===== src/rtl/alu_reservation_station_pkg.sv =====
// alu_reservation_station_pkg
//   Shared sizing constants and ALU opcode encodings for the ALU
//   reservation station slice. No ports; imported by the station and
//   by its bench.
package alu_reservation_station_pkg;

  localparam int ARS_ENTRY_NUM     = 8;
  localparam int ARS_ENTRY_SEL_LEN = 3;
  localparam int ARS_RRF_TAG_LEN   = 6;
  localparam int ARS_DATA_LEN      = 32;
  localparam int ARS_ALU_OP_WIDTH  = 4;

  // Opcode encodings understood by the ALU execute stage. The station
  // never decodes them; it only carries the field through.
  typedef enum logic [ARS_ALU_OP_WIDTH-1:0] {
    ALU_OP_ADD = 4'd0,
    ALU_OP_SUB = 4'd1,
    ALU_OP_AND = 4'd2,
    ALU_OP_OR  = 4'd3,
    ALU_OP_XOR = 4'd4,
    ALU_OP_SLL = 4'd5,
    ALU_OP_SRL = 4'd6,
    ALU_OP_SRA = 4'd7
  } alu_op_e;

endpackage


===== src/rtl/alu_reservation_station_prio_enc.sv =====
// prio_enc_lsb
//   Lowest-index-first priority encoder.
//   Ports:
//     req_i   [WIDTH-1:0]    request vector
//     idx_o   [SEL_LEN-1:0]  index of the lowest set request bit (0 if none)
//     found_o                at least one request bit is set
module prio_enc_lsb #(
  parameter int WIDTH   = 8,
  parameter int SEL_LEN = 3
) (
  input  logic [WIDTH-1:0]   req_i,
  output logic [SEL_LEN-1:0] idx_o,
  output logic               found_o
);

  // Scan from the top down so the lowest set bit is the last one written.
  always_comb begin
    idx_o   = '0;
    found_o = |req_i;
    for (int i = WIDTH - 1; i >= 0; i--) begin
      if (req_i[i]) begin
        idx_o = SEL_LEN'(i);
      end
    end
  end

endmodule


===== src/rtl/alu_reservation_station.sv =====
// alu_reservation_station
//   Holds dispatched ALU ops until both operands are available, then
//   issues at most one op per cycle to the ALU execute stage. Waiting
//   operands are woken by snooping the execute stage's registered
//   writeback bus.
//   Ports:
//     clk_i, reset_i (sync, active high), kill_i (flush all entries)
//     dispatch_i, disp_alu_op_i, disp_src1_i/disp_valid1_i,
//     disp_src2_i/disp_valid2_i, disp_rrf_tag_i, disp_wrrf_i : new op
//     full_o : no free entry, dispatch ignored
//     fwd_we_i, fwd_tag_i, fwd_data_i : execute-stage writeback snoop
//     issue_o, alu_op_o, src1_o, src2_o, rrf_tag_o, if_write_rrf_o :
//       registered issue to the execute stage
module alu_reservation_station
  import alu_reservation_station_pkg::*;
#(
  parameter int ENTRY_NUM     = ARS_ENTRY_NUM,
  parameter int ENTRY_SEL_LEN = ARS_ENTRY_SEL_LEN,
  parameter int RRF_TAG_LEN   = ARS_RRF_TAG_LEN,
  parameter int DATA_LEN      = ARS_DATA_LEN,
  parameter int ALU_OP_WIDTH  = ARS_ALU_OP_WIDTH
) (
  input  logic                    clk_i,
  input  logic                    reset_i,
  input  logic                    kill_i,
  input  logic                    dispatch_i,
  input  logic [ALU_OP_WIDTH-1:0] disp_alu_op_i,
  input  logic [DATA_LEN-1:0]     disp_src1_i,
  input  logic                    disp_valid1_i,
  input  logic [DATA_LEN-1:0]     disp_src2_i,
  input  logic                    disp_valid2_i,
  input  logic [RRF_TAG_LEN-1:0]  disp_rrf_tag_i,
  input  logic                    disp_wrrf_i,
  output logic                    full_o,
  input  logic                    fwd_we_i,
  input  logic [RRF_TAG_LEN-1:0]  fwd_tag_i,
  input  logic [DATA_LEN-1:0]     fwd_data_i,
  output logic                    issue_o,
  output logic [ALU_OP_WIDTH-1:0] alu_op_o,
  output logic [DATA_LEN-1:0]     src1_o,
  output logic [DATA_LEN-1:0]     src2_o,
  output logic [RRF_TAG_LEN-1:0]  rrf_tag_o,
  output logic                    if_write_rrf_o
);

  // Per-field entry storage
  logic [ENTRY_NUM-1:0]    valid_q, valid_d;
  logic [ENTRY_NUM-1:0]    v1_q, v1_d;
  logic [ENTRY_NUM-1:0]    v2_q, v2_d;
  logic [ENTRY_NUM-1:0]    wrrf_q, wrrf_d;
  logic [ALU_OP_WIDTH-1:0] op_q   [ENTRY_NUM];
  logic [ALU_OP_WIDTH-1:0] op_d   [ENTRY_NUM];
  logic [DATA_LEN-1:0]     src1_q [ENTRY_NUM];
  logic [DATA_LEN-1:0]     src1_d [ENTRY_NUM];
  logic [DATA_LEN-1:0]     src2_q [ENTRY_NUM];
  logic [DATA_LEN-1:0]     src2_d [ENTRY_NUM];
  logic [RRF_TAG_LEN-1:0]  tag_q  [ENTRY_NUM];
  logic [RRF_TAG_LEN-1:0]  tag_d  [ENTRY_NUM];

  // Issue output registers
  logic                    issue_q, issue_d;
  logic [ALU_OP_WIDTH-1:0] out_op_q, out_op_d;
  logic [DATA_LEN-1:0]     out_src1_q, out_src1_d;
  logic [DATA_LEN-1:0]     out_src2_q, out_src2_d;
  logic [RRF_TAG_LEN-1:0]  out_tag_q, out_tag_d;
  logic                    out_wrrf_q, out_wrrf_d;

  logic [ENTRY_NUM-1:0]     wake1, wake2, ready;
  logic [ENTRY_SEL_LEN-1:0] free_idx, sel_idx;
  logic                     free_found, sel_found;
  logic                     disp_fire;
  logic                     disp_byp1, disp_byp2;

  assign full_o    = &valid_q;
  assign disp_fire = dispatch_i & ~full_o;

  // An operand still waiting holds its producer's tag in its low bits.
  genvar gi;
  generate
    for (gi = 0; gi < ENTRY_NUM; gi++) begin : g_entry
      assign wake1[gi] = valid_q[gi] & ~v1_q[gi] & fwd_we_i &
                         (fwd_tag_i == src1_q[gi][RRF_TAG_LEN-1:0]);
      assign wake2[gi] = valid_q[gi] & ~v2_q[gi] & fwd_we_i &
                         (fwd_tag_i == src2_q[gi][RRF_TAG_LEN-1:0]);
      assign ready[gi] = valid_q[gi] & v1_q[gi] & v2_q[gi];
    end
  endgenerate

  // The producer may be writing back in the very cycle its consumer dispatches.
  assign disp_byp1 = ~disp_valid1_i & fwd_we_i &
                     (fwd_tag_i == disp_src1_i[RRF_TAG_LEN-1:0]);
  assign disp_byp2 = ~disp_valid2_i & fwd_we_i &
                     (fwd_tag_i == disp_src2_i[RRF_TAG_LEN-1:0]);

  prio_enc_lsb #(
    .WIDTH   (ENTRY_NUM),
    .SEL_LEN (ENTRY_SEL_LEN)
  ) u_free_enc (
    .req_i   (~valid_q),
    .idx_o   (free_idx),
    .found_o (free_found)
  );

  prio_enc_lsb #(
    .WIDTH   (ENTRY_NUM),
    .SEL_LEN (ENTRY_SEL_LEN)
  ) u_sel_enc (
    .req_i   (ready),
    .idx_o   (sel_idx),
    .found_o (sel_found)
  );

  // Entry next state. The selected entry is already fully ready, so it can
  // never be the target of a wakeup, and the dispatch slot is free, so it
  // can never be the selected one.
  always_comb begin
    valid_d = valid_q;
    v1_d    = v1_q;
    v2_d    = v2_q;
    wrrf_d  = wrrf_q;
    op_d    = op_q;
    src1_d  = src1_q;
    src2_d  = src2_q;
    tag_d   = tag_q;
    for (int i = 0; i < ENTRY_NUM; i++) begin
      if (wake1[i]) begin
        src1_d[i] = fwd_data_i;
        v1_d[i]   = 1'b1;
      end
      if (wake2[i]) begin
        src2_d[i] = fwd_data_i;
        v2_d[i]   = 1'b1;
      end
      if (sel_found && (sel_idx == ENTRY_SEL_LEN'(i))) begin
        valid_d[i] = 1'b0;
      end
      if (disp_fire && free_found && (free_idx == ENTRY_SEL_LEN'(i))) begin
        valid_d[i] = 1'b1;
        op_d[i]    = disp_alu_op_i;
        src1_d[i]  = disp_byp1 ? fwd_data_i : disp_src1_i;
        v1_d[i]    = disp_valid1_i | disp_byp1;
        src2_d[i]  = disp_byp2 ? fwd_data_i : disp_src2_i;
        v2_d[i]    = disp_valid2_i | disp_byp2;
        tag_d[i]   = disp_rrf_tag_i;
        wrrf_d[i]  = disp_wrrf_i;
      end
    end
    // Flush wins over everything else, including the dispatch above.
    if (kill_i) begin
      valid_d = '0;
    end
  end

  // Issue registers; data fields hold their last value when nothing issues.
  always_comb begin
    issue_d    = sel_found & ~kill_i;
    out_op_d   = out_op_q;
    out_src1_d = out_src1_q;
    out_src2_d = out_src2_q;
    out_tag_d  = out_tag_q;
    out_wrrf_d = out_wrrf_q;
    if (issue_d) begin
      out_op_d   = op_q[sel_idx];
      out_src1_d = src1_q[sel_idx];
      out_src2_d = src2_q[sel_idx];
      out_tag_d  = tag_q[sel_idx];
      out_wrrf_d = wrrf_q[sel_idx];
    end
  end

  always_ff @(posedge clk_i) begin
    if (reset_i) begin
      valid_q    <= '0;
      issue_q    <= 1'b0;
      out_op_q   <= '0;
      out_src1_q <= '0;
      out_src2_q <= '0;
      out_tag_q  <= '0;
      out_wrrf_q <= 1'b0;
    end else begin
      valid_q    <= valid_d;
      issue_q    <= issue_d;
      out_op_q   <= out_op_d;
      out_src1_q <= out_src1_d;
      out_src2_q <= out_src2_d;
      out_tag_q  <= out_tag_d;
      out_wrrf_q <= out_wrrf_d;
    end
  end

  // Payload fields are qualified by valid_q, so they need no reset.
  always_ff @(posedge clk_i) begin
    v1_q   <= v1_d;
    v2_q   <= v2_d;
    wrrf_q <= wrrf_d;
    op_q   <= op_d;
    src1_q <= src1_d;
    src2_q <= src2_d;
    tag_q  <= tag_d;
  end

  assign issue_o        = issue_q;
  assign alu_op_o       = out_op_q;
  assign src1_o         = out_src1_q;
  assign src2_o         = out_src2_q;
  assign rrf_tag_o      = out_tag_q;
  assign if_write_rrf_o = out_wrrf_q;

endmodule


===== config.mk =====
export PLATFORM = sky130hd
export DESIGN_NAME = alu_reservation_station
export DESIGN_NICKNAME = d
export VERILOG_FILES = /design/src/rtl/alu_reservation_station_pkg.sv /design/src/rtl/alu_reservation_station_prio_enc.sv /design/src/rtl/alu_reservation_station.sv
export SDC_FILE = /design/constraint.sdc
export NUM_CORES = 1
export LEC_CHECK = 0
export BUFFER_PORTS_ARGS = -buffer_cell sky130_fd_sc_hd__buf_2
export CAP_MARGIN = 20
export CORE_MARGIN = 2
export CORE_UTILIZATION = 40
export DETAILED_ROUTE_END_ITERATION = 7
export PLACE_DENSITY = 0.53
export SLEW_MARGIN = 40
export SYNTH_ARGS = -nofsm -noshare
export SYNTH_HDL_FRONTEND = slang
export SYNTH_SLANG_ARGS = --single-unit

===== constraint.sdc =====
create_clock -name clk_i -period 4.9 [get_ports clk_i]
set_input_delay 0.245 -clock clk_i [delete_from_list [all_inputs] [get_ports clk_i]]
set_output_delay 0.245 -clock clk_i [all_outputs]
set_load 0.01 [all_outputs]

==> run summary <==
Seq/Total Area, Yosys -> 58.43%
count of pins over their slew limit -> 0
fin cells -> 3865
Setup TNS -> 0 ns
CP required -> 5.28 ns
Clock Sinks -> 700
dpl hpwl -> 70200 µm
GR Layer Usage met1 -> 35.08%
CTS root buffer -> clkbuf_16
most frequently used flop master after synthesis -> edfxtp_1
Pwr Total -> 13340 µW
CP cell instances -> nand2b_1, a21boi_1, o21a_1, o21ai_1, nand3_2, buf_4, mux2_2
Clock Pin Slew Worst Setup and Hold Paths -> 0.06 ns
status -> finished, final reports clean
Pwr per Cell Area -> 332.0 mW/mm²
post-CTS setup buffer count -> 0
Syn Nets -> 2587
DP Cell Count -> 3666
gpl congestion -> 0.8867
clk buf depth -> 3
Port-buffer cells -> 196
CTS resizes -> 0
Layout Skew -> 0.01842 ns
largest net degree at the start of global routing -> 109
RSZ-0062 raised after global routing -> false
CP Class -> register to register
initial antenna violation count -> 5
H-tree Lvls -> 3
vias per cell -> 5.995
Residual DRC -> 0
vias in the first global route -> 23526
first-pass GRT wire length -> 164600 µm
1st-pass router iterations -> 6
layout cells sized above 1 -> 34.49%
crit-path max cell delay -> 0.80 ns
final net count -> 2772
Chip Width -> 297.8 µm
Cell Area, Synth -> 0.03453 mm²
grt total ovfl -> 0
commonest cells after routing, fill and taps aside -> 616 x edfxtp_1, 500 x mux2_2, 230 x mux2i_1
worst-path maximum fanout -> 18
Least-Margin Pin Slew -> 0.8739 ns
Initial Utilization -> 40.43%
asr flop ratio synth -> 0%
Final ANT Viol Nets -> 0
achievable frequency -> 0.3053 GHz
Startpoint Class -> register
initial drt markers -> 2053
crit path DAT -> 3.65 ns
Netlist cell types -> 52
EDFF count, synth -> 616
met3 GRT Util -> 4.149%
I/O pin total -> 197
Ys Warns -> 0
final period utilization -> 66.85%
critical path capture point type -> register
final core occ -> 47.04%
clock tree from TritonCTS -> yes
peak supply drop -> 0.2428 mV
leakage -> 0.01516 µW
die area -> 0.08870 mm²
M2 GR Usage -> 39.93%
critical path's slowest cell -> nand3_2
Die Y-Extent -> 297.8 µm
post-synthesis register bit count -> 700
Max Cap Violations -> 0
final setup fails -> 0
overall global routing resource usage -> 25.16%
GR peak layer -> met2
Cells after Synth -> 2467
core area -> 0.08541 mm²
headroom to the max-slew limit -> 41.74%
WL per Instance -> 29.46 µm
HP Class -> primary input to register
commonest non-fill, non-tap cell in the layout -> edfxtp_1
Tmin final -> 3.276 ns
Num CTS Buffers -> 82
via count -> 23172
Hold Vio Cnt, Final -> 0
Synth Area per Inst -> 14.00 µm²
Area Growth Syn to Fin -> 16.35%
clock latency on the worst-skew pair -> 0.64 ns
total wire length -> 113900 µm
row cnt -> 107
==> worst max-delay path, delay by kind of cell, from the launching register on <==
family                 cells  cell delay [ns]
AO/OA/AOI/OAI              3             0.84
buffers and inverters      1             0.51
flip-flops                 1             0.40
multiplexers               1             0.31
AND/OR/NAND/NOR            2             0.93
==> worst paths after layout <==
check / slack [ns] / endpoint / cells past startpoint / start
max: 1.62 / src2_q[99]$_DFFE_PP_ / 7 / valid_q[7]$_SDFFE_PP0P_
min: 0.03 / src2_q[170]$_DFFE_PP_ / 2 / disp_src2_i[10]
min reg2reg: 0.54 / valid_q[7]$_SDFFE_PP0P_ / 2 / valid_q[7]$_SDFFE_PP0P_
max reg2reg: 1.62 / src2_q[99]$_DFFE_PP_ / 7 / valid_q[7]$_SDFFE_PP0P_
==> layer usage <==
metal	part of all wire [%]	up-vias	wire, µm
met5	0.0097	-	11
met4	3.2	2	3679
met3	6.7	192	7580
met2	46	929	52650
met1	44	11981	49940
li1	-	10068	-
==> synth_stat cells, drive strengths merged (13+ instances only) <==
library cell,instances,share of area [%]
nand2,41,0.45
nor2,14,0.15
buf,117,2.1
a21oi,14,0.20
nor3,144,2.1
dfxtp,84,4.9
nand4,19,0.34
clkbuf,106,1.2
xnor2,54,1.4
o211ai,71,1.5
a221oi,75,1.9
nor4,17,0.31
xor2,54,1.4
o21ai,93,1.4
nand3,13,0.20
o22ai,72,1.3
mux2,512,17
and3,76,1.4
mux2i,230,6.7
edfxtp,616,54
==> registers in the layout, indices dropped and copies added (netlist names) <==
name            flops
src2_o             32
v1_q                8
src2_q            256
valid_q             8
tag_q              48
src1_q            256
alu_op_o            4
src1_o             32
op_q               32
rrf_tag_o           6
wrrf_q              8
if_write_rrf_o      1
issue_o             1
v2_q                8
==> cell type report <==
| cell class | count | area, µm² |
|---|---|---|
| Clock inverter | 39 | 346.6 |
| Antenna cell | 1 | 2.502 |
| Multi-Input combinational cell | 1534 | 13490 |
| Clock buffer | 113 | 2230 |
| Timing Repair Buffer | 324 | 2464 |
| Sequential cell | 700 | 20180 |
| Fill cell | 7645 | 45230 |
| Tap cell | 1144 | 1431 |
| Inverter | 10 | 37.54 |
==> report_power, final <==
part	internal, µW	switching, µW	total, µW
Sequential	6580	38.2	6620
Clock	3450	2500	5950
Combinational	341	431	772
Total	10400	2970	13300
==> timing repair <==
action / 4_1_cts / 5_1_grt
hold buffers: 44 / 0
endpoints found under the hold margin: 275 / 0
setup endpoints to repair: 0 / 0
==> logic make-up (layout without fill, tap and decap cells) <==
group | after synthesis | after routing | share of synthesized area, %
mux | 742 | 742 | 23.36
flops | 700 | 700 | 58.43
simple gates | 345 | 345 | 5.333
compound gates | 339 | 339 | 6.688
buf+inv | 233 | 486 | 3.442
xor+xnor | 108 | 108 | 2.739
other cells | 0 | 1 | 0
==> metrics by stage <==
| stage | area [µm²] | hold WS [ns] | setup WS (ns) |
|---|---|---|---|
| 2_1_floorplan | 34530 | 0.3439 | 0.7011 |
| 3_3_place_gp | 36860 | 0.5139 | 1.592 |
| 3_5_place_dp | 37120 | 0.5229 | 1.545 |
| 4_1_cts | 40140 | 0.002285 | 1.635 |
| 5_1_grt | 40180 | 0.02298 | 1.464 |
| 6_report | 40180 | 0.03164 | 1.624 |
Note: power is estimated with default switching activity, not from simulation.
